===== config.mk =====
export PLATFORM = sky130hd
export DESIGN_NAME = mem_arbiter
export DESIGN_NICKNAME = d
export VERILOG_FILES = /design/src/rtl/mem_arbiter.sv
export SDC_FILE = /design/constraint.sdc
export NUM_CORES = 1
export LEC_CHECK = 0
export CORE_MARGIN = 1.5
export CORE_UTILIZATION = 54
export DETAILED_ROUTE_END_ITERATION = 16
export DONT_BUFFER_PORTS = 1
export GPL_TIMING_DRIVEN = 0
export PLACE_DENSITY = 0.8
export REMOVE_ABC_BUFFERS = 1
export SYNTH_ARGS = -nofsm -noshare
export SYNTH_HDL_FRONTEND = slang
export SYNTH_SLANG_ARGS = --single-unit

===== constraint.sdc =====
create_clock -name clk -period 4.2 [get_ports clk]
set_input_delay 0.84 -clock clk [delete_from_list [all_inputs] [get_ports clk]]
set_output_delay 0.84 -clock clk [all_outputs]
set_load 0.005 [all_outputs]

===== src/rtl/mem_arbiter.sv =====
// mem_arbiter: schedules instruction fetches, loads and buffered stores onto a
// single byte-serial memory controller, one transaction at a time.
//
// Handshakes:
//   if_req / ld_req are levels held by the requester until if_ok / ld_done; a
//     request is not re-accepted in the cycle its completion pulse is high.
//   st_req is accepted (enqueued) when st_ack is low and the buffer has room;
//     st_ack pulses the following cycle and the requester drops st_req then.
//   mc_req is a one-cycle issue pulse; mc_* fields hold until mc_done, a
//     one-cycle completion pulse carrying mc_rdata for reads.
//   With rdy low every register holds, so pulses stretch until rdy returns.
module mem_arbiter #(
  parameter int          SB_DEPTH = 4,
  parameter logic [31:0] IO_BASE  = 32'h30000
) (
  input  logic        clk,
  input  logic        rst_n,
  input  logic        rdy,
  input  logic        clear,
  input  logic        if_req,
  input  logic [31:0] if_addr,
  output logic        if_ok,
  output logic [31:0] if_data,
  output logic [31:0] if_pc,
  input  logic        ld_req,
  input  logic [31:0] ld_addr,
  input  logic [1:0]  ld_type,
  output logic        ld_done,
  output logic [31:0] ld_data,
  input  logic        st_req,
  input  logic [31:0] st_addr,
  input  logic [31:0] st_data,
  input  logic [1:0]  st_type,
  output logic        st_ack,
  output logic        sb_empty,
  output logic        mc_req,
  output logic        mc_we,
  output logic        mc_inst,
  output logic [31:0] mc_addr,
  output logic [31:0] mc_wdata,
  output logic [1:0]  mc_type,
  input  logic        mc_done,
  input  logic [31:0] mc_rdata,
  output logic [1:0]  dbg_state
);

  localparam int PW = $clog2(SB_DEPTH);
  localparam int CW = PW + 1;
  localparam logic [CW-1:0] FULL_CNT = CW'(SB_DEPTH);

  localparam logic [1:0] S_IDLE    = 2'd0;
  localparam logic [1:0] S_BUSY_IF = 2'd1;
  localparam logic [1:0] S_BUSY_LD = 2'd2;
  localparam logic [1:0] S_BUSY_ST = 2'd3;

  // Store buffer storage
  logic [31:0]         sb_addr [SB_DEPTH];
  logic [31:0]         sb_data [SB_DEPTH];
  logic [1:0]          sb_type [SB_DEPTH];
  logic [SB_DEPTH-1:0] sb_valid;
  logic [PW-1:0]       sb_head;
  logic [PW-1:0]       sb_tail;
  logic [CW-1:0]       sb_count;

  logic [1:0] state;
  logic [1:0] issue_state;
  logic       drop_q;     // result of the in-flight read is to be discarded
  logic       sb_full;
  logic       enq;
  logic       pop;
  logic       addr_hit;
  logic       io_ld;
  logic       ld_live;
  logic       ld_conflict;
  logic       ld_go;
  logic       ld_wait;
  logic       if_go;

  assign sb_full   = (sb_count == FULL_CNT);
  assign sb_empty  = (sb_count == '0);
  assign dbg_state = state;

  // Store enters at the tail when there is room and no ack is outstanding;
  // a full buffer does not enqueue even if it pops this cycle.
  assign enq = rdy && st_req && !st_ack && !sb_full;
  assign pop = rdy && (state == S_BUSY_ST) && mc_done;

  // Load hazard: any buffered store to the same word, or any buffered store
  // at all when the load targets the I/O region (I/O reads have side effects
  // and must observe every older store).
  always_comb begin
    addr_hit = 1'b0;
    for (int i = 0; i < SB_DEPTH; i++) begin
      if (sb_valid[i] && (sb_addr[i][31:2] == ld_addr[31:2])) addr_hit = 1'b1;
    end
  end

  assign io_ld       = (ld_addr[31:16] == IO_BASE[31:16]);
  assign ld_live     = ld_req && !ld_done;
  assign ld_conflict = addr_hit || (io_ld && !sb_empty);
  assign ld_go       = ld_live && !clear && !ld_conflict;
  assign ld_wait     = ld_live && ld_conflict;
  assign if_go       = if_req && !if_ok && !clear;

  // Fixed-priority choice of the next transaction while idle.
  always_comb begin
    issue_state = S_IDLE;
    if (sb_full)          issue_state = S_BUSY_ST;
    else if (ld_go)       issue_state = S_BUSY_LD;
    else if (ld_wait)     issue_state = S_BUSY_ST;
    else if (if_go)       issue_state = S_BUSY_IF;
    else if (!sb_empty)   issue_state = S_BUSY_ST;
  end

  // Store buffer: circular FIFO with pointers, count and per-entry valid bits.
  always_ff @(posedge clk or negedge rst_n) begin
    if (!rst_n) begin
      sb_head  <= '0;
      sb_tail  <= '0;
      sb_count <= '0;
      sb_valid <= '0;
      st_ack   <= 1'b0;
      for (int i = 0; i < SB_DEPTH; i++) begin
        sb_addr[i] <= '0;
        sb_data[i] <= '0;
        sb_type[i] <= '0;
      end
    end else if (rdy) begin
      st_ack <= enq;
      if (enq) begin
        sb_addr[sb_tail]  <= st_addr;
        sb_data[sb_tail]  <= st_data;
        sb_type[sb_tail]  <= st_type;
        sb_valid[sb_tail] <= 1'b1;
        sb_tail           <= sb_tail + PW'(1);
      end
      if (pop) begin
        sb_valid[sb_head] <= 1'b0;
        sb_head           <= sb_head + PW'(1);
      end
      case ({enq, pop})
        2'b10:   sb_count <= sb_count + CW'(1);
        2'b01:   sb_count <= sb_count - CW'(1);
        default: sb_count <= sb_count;
      endcase
    end
  end

  // Transaction FSM: issue from IDLE, wait for mc_done, return results.
  always_ff @(posedge clk or negedge rst_n) begin
    if (!rst_n) begin
      state    <= S_IDLE;
      drop_q   <= 1'b0;
      mc_req   <= 1'b0;
      mc_we    <= 1'b0;
      mc_inst  <= 1'b0;
      mc_addr  <= '0;
      mc_wdata <= '0;
      mc_type  <= '0;
      if_ok    <= 1'b0;
      if_data  <= '0;
      if_pc    <= '0;
      ld_done  <= 1'b0;
      ld_data  <= '0;
    end else if (rdy) begin
      mc_req  <= 1'b0;
      if_ok   <= 1'b0;
      ld_done <= 1'b0;
      if (state == S_IDLE) begin
        if (issue_state != S_IDLE) begin
          state  <= issue_state;
          mc_req <= 1'b1;
          drop_q <= 1'b0;
          case (issue_state)
            S_BUSY_LD: begin
              mc_we    <= 1'b0;
              mc_inst  <= 1'b0;
              mc_addr  <= ld_addr;
              mc_wdata <= '0;
              mc_type  <= ld_type;
            end
            S_BUSY_IF: begin
              mc_we    <= 1'b0;
              mc_inst  <= 1'b1;
              mc_addr  <= if_addr;
              mc_wdata <= '0;
              mc_type  <= 2'b11;
            end
            default: begin
              mc_we    <= 1'b1;
              mc_inst  <= 1'b0;
              mc_addr  <= sb_addr[sb_head];
              mc_wdata <= sb_data[sb_head];
              mc_type  <= sb_type[sb_head];
            end
          endcase
        end
      end else begin
        // A flush only cancels the delivery of read results; stores complete.
        if (clear) drop_q <= 1'b1;
        if (mc_done) begin
          state <= S_IDLE;
          if ((state == S_BUSY_LD) && !drop_q && !clear) begin
            ld_done <= 1'b1;
            ld_data <= mc_rdata;
          end
          if ((state == S_BUSY_IF) && !drop_q && !clear) begin
            if_ok   <= 1'b1;
            if_data <= mc_rdata;
            if_pc   <= mc_addr;
          end
        end
      end
    end
  end

endmodule

==> results.md <==
* Sequential cell area in the final layout at 11170 µm²
* TritonCTS clock tree: built
* Post-detail-place hpwl at 33.62 mm
* Hold WC Path Type: input port to asynchronous set/reset pin
* Max capacitance violation total at 0
* Floorplan core area at 37490 µm²
* Number of cells on the worst reg-to-reg path at 11
* Growth of design area from synthesis to finish at 10.00%
* Register bit count reported by yosys at approximately 450
* Fin crit share at 0.9513
* Net count of the finished layout at approximately 1.6k
* Finished layout cell area at 22460 µm²
* Average instance area after synthesis at 14.42 µm²
* Worst Setup End Kind: flop
* Remaining Overflow, GRT at 0
* Violated checks: negative hold slack, max-slew violations
* Power density relative to cell area at 821.7 nW/µm²
* Slew margin rel. at -0.2537
* Warnings from Yosys at 0
* Outcome: finished, violations left
* Number of top-level design ports at between 300 and 400
* Initial core utilization at 0.5447
* Type of the worst setup path: flop to flop
* Number of buffer cells added on primary ports at 0
* Vias per cell at 6.103
* Layout cell share with drive strength beyond 1 at 0.3019
* Endpoint arrival time on the critical path at 4.49 ns
* TritonCTS sink count at about 450
* Clock transition at path regs at approximately 0.06 ns
* Number of core rows at 71
* Async set-reset flop share out of synthesis at 1.000
* Drt first pass iters at 7
* Slew at the pin closest to its max-slew limit at 1.881 ns
* Area of the die at 38990 µm²
* Distinct cell type count of the synthesized netlist at 38
* Ranking of synthesized cells by area: sky130_fd_sc_hd__dfrtp_1, sky130_fd_sc_hd__mux2_2, sky130_fd_sc_hd__mux4_2
* Number of standard cells in the layout, taps in and fillers out at 1914
* Largest net degree at the start of global routing at 447
* Number of global-route vias before repair at between 10k and 15k
* Initial antenna violation count at 2
* Cell count after placement at ~1.8k
* Total negative slack at 0 ns
* Chip Width at 197.5 µm
* Max H-tree Level at 2
* Proportion of power drawn by the clock network at 0.239
* Largest fanout on the critical path at 33
* Synthesized netlist cell count at 1416
* CTS Root Buffer Type: sky130_fd_sc_hd__clkbuf_16
* Cell area after synthesis at between 20000 and 25000 µm²
* Final estimated routing congestion in global placement at between 0.7 and 0.8
* Number of failing hold endpoints at the final stage at 20
* Number of enable-type register cells in the synthesized netlist at 0
* Design Power at 18.46 mW
* Post-place setup slack at -1.035 ns
* Sw Ratio at 0.3264
* Hold slack final at -0.03640 ns
* Share of the core filled with cells at 0.5992
* Placed Area at between 20000 and 25000 µm²
* Worst setup margin at 0.2044 ns
* Count of final max-slew check failures at 274
* Total Routing Usage GR at 0.2596
* Final routed wirelength across all metal layers at 50.38 mm
* Net Sw Power at 6.024 mW
* Internal cell power at 12.43 mW
* Area of the multi-input gates at 8539 µm²
* Global-route wire length before repair at around 76 mm
* Unrepaired setup endpoints after global routing: no
* Type of element launching the critical path: flop
* Setup Viol. Count Final at 0
* Total of fill cells in the finished design at 2884
* Initial detailed-routing violation count at 648
* Peak clock frequency supported by timing at 0.2503 GHz
* Most common flop cell mapped by yosys: sky130_fd_sc_hd__dfrtp_1
* Required time reported for the critical path endpoint at 4.70 ns
* Worst vdd rail ir drop at 412.4 µV
* Combinational Power Share at 0.329
* Vias at 11.68k
* TritonCTS Buffers at 46
* Skew-Pair Late Insertion Delay at 0.58 ns
* Portion of the post-synthesis area used by sequential elements at 0.5466
* Leakage power summed over all cells at 9.506 nW
* Flop pwr share at 0.432
* Final worst clock skew at roughly 0.022 ns
* Area share of the leading cell type in the synthesized netlist at 0.5466
* Antenna violation net count after detailed routing at 0
* Register-to-register path setup slack at 0.20 ns
* Die span in y at 197.5 µm
* Drt wl/cell at 26.32 µm
* Min Clock Period, post-route at about 4 ns
* DRC at 0
* Cell taking the most area after synthesis: sky130_fd_sc_hd__dfrtp_1
* Bufs on Longest Clock Path at 3
-- final timing paths --
path,to,startpoint
hold / removal,sb_data[127],rst_n
setup reg to reg,mc_wdata[17],sb_addr[41]
hold reg to reg,sb_data[59],sb_data[59]
max in group asynchronous,sb_head[1],rst_n
setup / recovery,mc_wdata[17],sb_addr[41]
min in group clk,if_ok,rdy
-- flip-flops by register name, summed over array words and instances, names as in the netlist, 2 cells and up --
register / cells
if_pc: 32
if_data: 32
sb_valid: 4
mc_addr: 32
sb_count: 3
sb_data: 128
sb_addr: 128
mc_type: 2
mc_wdata: 32
sb_type: 8
sb_tail: 2
dbg_state: 2
sb_head: 2
ld_data: 32
-- final cells by class --
class                   count  area share
flip-flops and latches    446      0.4972
multi-input cells         838      0.3802
repair buffers             19     0.01727
clock buffers              62     0.06077
well taps                 511     0.02846
clock inverters            21     0.01326
diodes                      2   0.0002228
inverters                  15    0.002618
-- power groups by stage --
stage               registers, mW  logic [mW]  clock network (mW)
floorplan                    7.56        4.51                   0
global placement             8.09        5.61                   0
detailed placement           7.99        5.96                   0
CTS                          7.94        6.01                4.51
global route                 8.27        6.56                4.69
finish                       7.98        6.07                4.42
-- cells in the final DEF (no fill, tap or decap), drive strengths merged --
cell	instances
a31oi	1
xnor2	112
ha	12
a211oi	1
nor4b	2
clkinvlp	4
a221oi	32
a22o	32
buf	19
xor2	13
and2	4
inv	16
clkinv	9
dfrtp	446
a22oi	1
nor4	12
a21o	2
bufinv	7
nand3b	3
diode	2
nand2b	1
fa	1
mux2	361
a41o	1
clkbuf	62
nor2	45
o21ai	12
nand2	45
nor3	4
nand3	4
mux4	66
a21oi	11
o31ai	32
nand4	27
o2bb2ai	1
-- kinds of logic after synthesis --
logic type / share of synthesized area
xor+xnor: 0.05362
fa+ha+maj: 0.008333
mux: 0.2719
compound gates: 0.04847
simple gates: 0.03407
flops: 0.5466
buf+inv: 0.03707
-- worst max-delay path: stages, from the launching register on --
cell and delay (ns):
sky130_fd_sc_hd__dfrtp_1 0.40, sky130_fd_sc_hd__xnor2_1 0.40, sky130_fd_sc_hd__nand4_1 0.17, sky130_fd_sc_hd__nor4_1 0.53, sky130_fd_sc_hd__a22oi_1 0.26, sky130_fd_sc_hd__a41o_1 0.28, sky130_fd_sc_hd__o2bb2ai_2 0.16, sky130_fd_sc_hd__ha_4 0.58
sky130_fd_sc_hd__inv_4 0.32, sky130_fd_sc_hd__nor2_4 0.35, sky130_fd_sc_hd__buf_12 0.23, sky130_fd_sc_hd__a22o_1 0.16
-- Yosys cell counts, types with 2 or more instances --
master                     count
sky130_fd_sc_hd__nand3_1       4
sky130_fd_sc_hd__nand3b_1      3
sky130_fd_sc_hd__nor4_1       12
sky130_fd_sc_hd__nor3_1        4
sky130_fd_sc_hd__mux2_2      245
sky130_fd_sc_hd__nor2_1       44
sky130_fd_sc_hd__mux4_2       66
sky130_fd_sc_hd__dfrtp_1     446
sky130_fd_sc_hd__a221oi_1     32
sky130_fd_sc_hd__buf_8         6
sky130_fd_sc_hd__ha_1         12
sky130_fd_sc_hd__clkbuf_1     34
sky130_fd_sc_hd__nand4_1      27
sky130_fd_sc_hd__o21ai_0      11
sky130_fd_sc_hd__a22o_1       32
sky130_fd_sc_hd__buf_1         6
sky130_fd_sc_hd__mux2_1      116
sky130_fd_sc_hd__buf_2        44
sky130_fd_sc_hd__a21o_1        2
sky130_fd_sc_hd__xnor2_1     112
sky130_fd_sc_hd__nor4b_1       2
sky130_fd_sc_hd__buf_6        10
sky130_fd_sc_hd__nand2_1      45
sky130_fd_sc_hd__xor2_1       13
sky130_fd_sc_hd__and2_1        4
sky130_fd_sc_hd__buf_4        17
sky130_fd_sc_hd__a21oi_1      11
sky130_fd_sc_hd__o31ai_1      32
sky130_fd_sc_hd__inv_1        15
-- per-layer routing --
metal	vias up	global-route usage	wire length [µm]
li1	5057	-	-
met2	391	0.4447	25400
met1	6147	0.3048	19120
met5	-	0	8
met3	85	0.07973	4216
met4	2	0.1023	1637
-- what timing repair did --
| item | CTS | global route |
|---|---|---|
| endpoints found under the setup margin | 65 | 26 |
| endpoints found under the hold margin | 446 | 261 |
| buffers inserted | 0 | 3 |
| pin swaps | 0 | 1 |
| cloned | 0 | 0 |
| gates resized for setup | 2 | 1 |
Note: power is estimated with default switching activity, not from simulation.
